## config.mk

```make
export PLATFORM = sky130hd
export DESIGN_NAME = store_access_sequencer
export DESIGN_NICKNAME = d
export VERILOG_FILES = /design/src/rtl/store_ctrl_pkg.sv /design/src/rtl/store_lane_merge.sv /design/src/rtl/store_access_sequencer.sv
export SDC_FILE = /design/constraint.sdc
export NUM_CORES = 1
export LEC_CHECK = 0
export CAP_MARGIN = 20
export CORE_ASPECT_RATIO = 0.5
export CORE_MARGIN = 2
export CORE_UTILIZATION = 45
export CTS_CLUSTER_SIZE = 25
export DETAILED_ROUTE_END_ITERATION = 8
export PLACE_DENSITY = 0.75
export SKIP_CTS_REPAIR_TIMING = 1
export SLEW_MARGIN = 10
export SYNTH_ARGS = -nofsm -noshare
export SYNTH_HDL_FRONTEND = slang
export SYNTH_SLANG_ARGS = --single-unit
```

## constraint.sdc

```tcl
create_clock -name clk -period 3.93 [get_ports clk]
set_input_delay 0.5895 -clock clk [delete_from_list [all_inputs] [get_ports clk]]
set_output_delay 0.5895 -clock clk [all_outputs]
set_load 0.005 [all_outputs]
```

## src/rtl/store_ctrl_pkg.sv

```systemverilog
// Shared constants and helpers for the store access sequencer.
// Build option: STORE_MISALIGN_TRAP_EN enables the misaligned-store trap.
package store_ctrl_pkg;

    localparam logic [1:0] S_IDLE  = 2'd0;
    localparam logic [1:0] S_READ  = 2'd1;
    localparam logic [1:0] S_WRITE = 2'd2;
    localparam logic [1:0] S_DONE  = 2'd3;

    localparam logic [2:0] F3_SB = 3'b000;
    localparam logic [2:0] F3_SH = 3'b001;
    localparam logic [2:0] F3_SW = 3'b010;

    function automatic logic is_sub_word(input logic [2:0] f3);
        return (f3 == F3_SB) || (f3 == F3_SH);
    endfunction

    // Any func3 other than sb/sh behaves as sw, including for alignment.
    function automatic logic is_misaligned(input logic [2:0] f3,
                                           input logic [1:0] off);
        if (f3 == F3_SB) return 1'b0;
        if (f3 == F3_SH) return off[0];
        return off != 2'b00;
    endfunction

endpackage

```

## src/rtl/store_lane_merge.sv

```systemverilog
// Merges store data into an existing word by func3 and byte offset.
// Reusable by any word-wide write path lacking byte enables.
module store_lane_merge
    import store_ctrl_pkg::*;
(
    input  logic [31:0] old_word_i,
    input  logic [31:0] data_i,
    input  logic [2:0]  func3_i,
    input  logic [1:0]  off_i,
    output logic [31:0] new_word_o
);

    always_comb begin
        new_word_o = old_word_i;
        if (func3_i == F3_SB) begin
            new_word_o[{off_i, 3'b000} +: 8] = data_i[7:0];
        end else if (func3_i == F3_SH) begin
            new_word_o[{off_i[1], 4'b0000} +: 16] = data_i[15:0];
        end else begin
            new_word_o = data_i;
        end
    end

endmodule

```

## src/rtl/store_access_sequencer.sv

```systemverilog
// Sequences sb/sh/sw onto a word-only memory using read-modify-write.
// Build option: STORE_MISALIGN_TRAP_EN traps misaligned sh/sw.
module store_access_sequencer
    import store_ctrl_pkg::*;
#(
    parameter int ADDR_W = 32
) (
    input  logic              clk,
    input  logic              reset,
    input  logic              store_req,
    input  logic [2:0]        func3,
    input  logic [ADDR_W-1:0] addr,
    input  logic [31:0]       data2,
    output logic              busy,
    output logic              store_done,
    output logic              misalign_fault,
    output logic [ADDR_W-1:0] mem_addr,
    output logic              mem_read,
    output logic              mem_write,
    output logic [31:0]       mem_writedata,
    input  logic [31:0]       mem_readdata,
    input  logic              mem_busywait
);

    logic [1:0]        state_q, state_d;
    logic [2:0]        func3_q, func3_d;
    logic [1:0]        off_q, off_d;
    logic [31:0]       data_q, data_d;
    logic [ADDR_W-1:0] addr_q, addr_d;
    logic              rd_q, rd_d;
    logic              wr_q, wr_d;
    logic [31:0]       wdata_q, wdata_d;
    logic              done_q, done_d;
    logic              fault_q, fault_d;
    logic              mis_c;
    logic [31:0]       merged_c;

`ifdef STORE_MISALIGN_TRAP_EN
    assign mis_c = is_misaligned(func3, addr[1:0]);
`else
    assign mis_c = 1'b0;
`endif

    store_lane_merge u_merge (
        .old_word_i (mem_readdata),
        .data_i     (data_q),
        .func3_i    (func3_q),
        .off_i      (off_q),
        .new_word_o (merged_c)
    );

    always_comb begin
        state_d = state_q;
        func3_d = func3_q;
        off_d   = off_q;
        data_d  = data_q;
        addr_d  = addr_q;
        rd_d    = rd_q;
        wr_d    = wr_q;
        wdata_d = wdata_q;
        done_d  = 1'b0;
        fault_d = 1'b0;
        case (state_q)
            S_IDLE: begin
                if (store_req) begin
                    func3_d = func3;
                    off_d   = addr[1:0];
                    data_d  = data2;
                    addr_d  = {addr[ADDR_W-1:2], 2'b00};
                    if (mis_c) begin
                        state_d = S_DONE;
                        done_d  = 1'b1;
                        fault_d = 1'b1;
                    end else if (is_sub_word(func3)) begin
                        state_d = S_READ;
                        rd_d    = 1'b1;
                    end else begin
                        state_d = S_WRITE;
                        wr_d    = 1'b1;
                        wdata_d = data2;
                    end
                end
            end
            S_READ: begin
                if (!mem_busywait) begin
                    state_d = S_WRITE;
                    rd_d    = 1'b0;
                    wr_d    = 1'b1;
                    wdata_d = merged_c;
                end
            end
            S_WRITE: begin
                if (!mem_busywait) begin
                    state_d = S_DONE;
                    wr_d    = 1'b0;
                    done_d  = 1'b1;
                end
            end
            // store_req seen here belongs to the retiring store
            S_DONE: state_d = S_IDLE;
            default: state_d = S_IDLE;
        endcase
    end

    always_ff @(posedge clk or posedge reset) begin
        if (reset) begin
            state_q <= S_IDLE;
            func3_q <= 3'b000;
            off_q   <= 2'b00;
            data_q  <= 32'h0;
            addr_q  <= '0;
            rd_q    <= 1'b0;
            wr_q    <= 1'b0;
            wdata_q <= 32'h0;
            done_q  <= 1'b0;
            fault_q <= 1'b0;
        end else begin
            state_q <= state_d;
            func3_q <= func3_d;
            off_q   <= off_d;
            data_q  <= data_d;
            addr_q  <= addr_d;
            rd_q    <= rd_d;
            wr_q    <= wr_d;
            wdata_q <= wdata_d;
            done_q  <= done_d;
            fault_q <= fault_d;
        end
    end

    assign busy = !reset && (((state_q == S_IDLE) && store_req) ||
                             (state_q == S_READ) ||
                             (state_q == S_WRITE));

    assign store_done     = done_q;
    assign misalign_fault = fault_q;
    assign mem_addr       = addr_q;
    assign mem_read       = rd_q;
    assign mem_write      = wr_q;
    assign mem_writedata  = wdata_q;

endmodule
```

==> impl_metrics.toml <==
[status]
status = "complete, no violations"

[timing]
max_freq_mhz = 399.7
final_max_slew_viol_count = 0
maxSlewHeadroom_pct = 40.32
clock_skew_ns = 0.01212
fin_crit_ns = 2.502
grt_setup_unrepaired = "false"
fin_crit_sh_pct = 63.66
hold_viol_final = 0
fin_setup_tns_ns = 0
finalSetupViolCount = 0
tightest_slew_ns = 0.8952

[critical_path]
reg2reg_slack_ns = 1.47
cp.required_ns = 3.34
cpMostUsedCell = "inv_1"
r2r-end = "mem_writedata[21]"
start_kind = "flip-flop"
crit_path_cell_trace = "inv_1, ha_1, inv_1, a31oi_1, clkdlybuf4s50_1"
cp.arrival_ns = 1.91
critPathMaxStageDelay_ns = 0.52
reg2reg_depth = 6
end_kind = "primary output"
cp_max_fo = 5
reg2reg_from = "off_q[0]"
cp_slowest_cell = "clkdlybuf4s50_1"
path_class = "flip-flop to primary output"

[logic_synthesis]
synth-seq-area-share_pct = 46.58
yosys.area.top_type_share_pct = 46.58
yosys.area.top_type = "dfrtp_1"
synth_cell_types = 39
synth-seq-cells = 104
synth.area.top_cells = "dfrtp_1 (47%), mux2_2 (14%), mux2i_1 (3.6%), a31oi_1 (3.4%), nand2_1 (3.4%)"
synth_flop_cell = "dfrtp_1"
yosysWarningCount = 0
synth_edf_count = 0
avgSynthCellArea_sq_um = 10.21
syn-cell-area_sq_mm = 0.005587
async_flop_share_pct = 100.0
synth_most_common_cell = "dfrtp_1"
synth_common_cells = "dfrtp_1 (104), mux2_2 (69), nand2_1 (50)"
synthCells = 547

[place]
dp_cells = 850
hpwl_um = 11000
gp_congestion = 0.8047
dpl-instance-area_sq_mm = 0.007373
numPortBuffers = 168

[die]
initial_utilization_pct = 46.76
dieArea_sq_mm = 0.01338
core_sq_mm = 0.01195
die_w_um = 161.6
num_io_pins = 172
die_h_um = 82.79
row_count = 28

[grt]
antenna_found_initial = 0
grt_pass1_vias = 4840
overflow = 0
grt_use_total_pct = 23.18
grt_pass1_wl_um = 24150
grt_max_degree = 68

[cells_and_area]
syn_to_final_growth_pct = 37.40
drive_gt1_share_pct = 14.39
instances_no_fill = 867
fin_nets = 810
final_area_sq_mm = 0.007676
n_antenna_cell = 0

[detailed_routing]
ant_nets = 0
first_iter_violations = 309
drcViolationCount = 0
routed_wl_um = 15410
wl_per_cell_um = 17.77
vias_per_cell = 5.603
vias = 4858
dr.pass1.iters = 5

[clock_tree]
clk_latency_ns = 0.35
htreeDepth = 3
clkSinkCount = 104
clk_pin_slew_worst_paths_ns = 0.07
cts_tree = "yes"
root_buffer = "clkbuf_16"
clockBufferDepth = 2
cts_buffers = 9

[worst_hold_path]
hold_end = "mem_addr[10]"
hold_path.startpoint = "mem_addr[10]"
hold_class = "flip-flop to flip-flop"
worstHoldPathCells = 1

[pwr]
ir_drop_uv = 332.3
total_power_uw = 5973
p_per_area_mw_per_mm2 = 778.2
leakagePower_uw = 0.003165

[flow_run]
maxCapViolations = 0
==> sequential cells by signal, summed over array words and instances (netlist names) <==
| register | count |
|---|---|
| off_q | 2 |
| mem_writedata | 32 |
| mem_read | 1 |
| store_done | 1 |
| mem_write | 1 |
| mem_addr | 30 |
| func3_q | 3 |
| data_q | 32 |
| state_q | 2 |
==> worst max-delay path, delay by kind of cell (launching register included) <==
| kind | cells | cell delay, ns |
|---|---|---|
| adders and majority gates | 1 | 0.27 |
| DFF | 1 | 0.41 |
| AOI/OAI and AO/OA | 1 | 0.16 |
| buffers and inverters | 3 | 0.74 |
==> area by class of cell <==
cell class,instances,area (sq um)
Timing Repair Buffer,180,1775
Sequential cell,104,2603
Fill cell,1010,4270
Tap cell,165,206.4
Inverter,25,96.34
Multi-Input combinational cell,377,2704
Clock inverter,4,55.05
Clock buffer,12,236.5
==> how the worst max path moves through the flow <==
stage / from / depth (start not counted) / to
after floorplan: reset / 1 / data_q[0]
after global placement: store_req / 6 / mem_writedata[16]
after detailed placement: store_req / 6 / mem_writedata[3]
after CTS: state_q[0] / 5 / busy
after global routing: state_q[1] / 5 / busy
final: state_q[1] / 5 / busy
==> routing by layer <==
metal	vias to the layer above	wire, um	GRT usage, %
met5	-	0	0
met4	0	255	7.143
met3	19	1096	5.564
met2	181	7515	41.41
met1	2386	6538	28.52
li1	2272	-	-
==> per-stage QoR <==
| stage | hold WS (ns) | setup WS, ns | utilization (%) |
|---|---|---|---|
| 3_5_place_dp | 0.4963 | 1.245 | 61.72 |
| 5_1_grt | 0.5249 | 1.251 | 64.25 |
| 3_3_place_gp | 0.4861 | 1.353 | 61.72 |
| 4_1_cts | 0.5081 | 1.425 | 64.16 |
| 6_report | 0.5051 | 1.428 | 64.25 |
| 2_1_floorplan | 0.4799 | 0.6083 | - |
==> kinds of logic (layout without fill, tap and decap cells) <==
group / count (synthesis) / in the layout / share of synthesized area (%)
buffers and inverters: 68 / 221 / 5.330
muxes: 89 / 89 / 17.49
AOI/OAI and AO/OA: 134 / 134 / 16.42
other: 1 / 3 / 0.06712
adders and majority gates: 10 / 10 / 2.240
DFF: 104 / 104 / 46.58
and+or+nand+nor: 141 / 141 / 11.87
==> where the power goes <==
part	switching, uW	internal (uW)
Combinational	1450	1610
Clock	399	498
Sequential	397	1620
==> cells in the final DEF (no fill, tap or decap), types with 4 or more instances in the layout <==
| cell | count |
|---|---|
| clkdlybuf4s50_1 | 168 |
| dfrtp_1 | 104 |
| mux2_2 | 69 |
| nand2_1 | 49 |
| nor2_1 | 40 |
| a31oi_1 | 30 |
| nand2b_1 | 25 |
| a21oi_1 | 24 |
| inv_1 | 23 |
| mux2i_1 | 20 |
| o21ai_0 | 16 |
| o2111ai_1 | 16 |
| nor3_1 | 12 |
| o211ai_1 | 11 |
| o311ai_1 | 11 |
| buf_4 | 11 |
| ha_1 | 10 |
| clkbuf_16 | 9 |
| a21o_1 | 8 |
| o311ai_0 | 5 |
| o221ai_1 | 4 |
No activity file was read; power rests on OpenSTA's default activity.
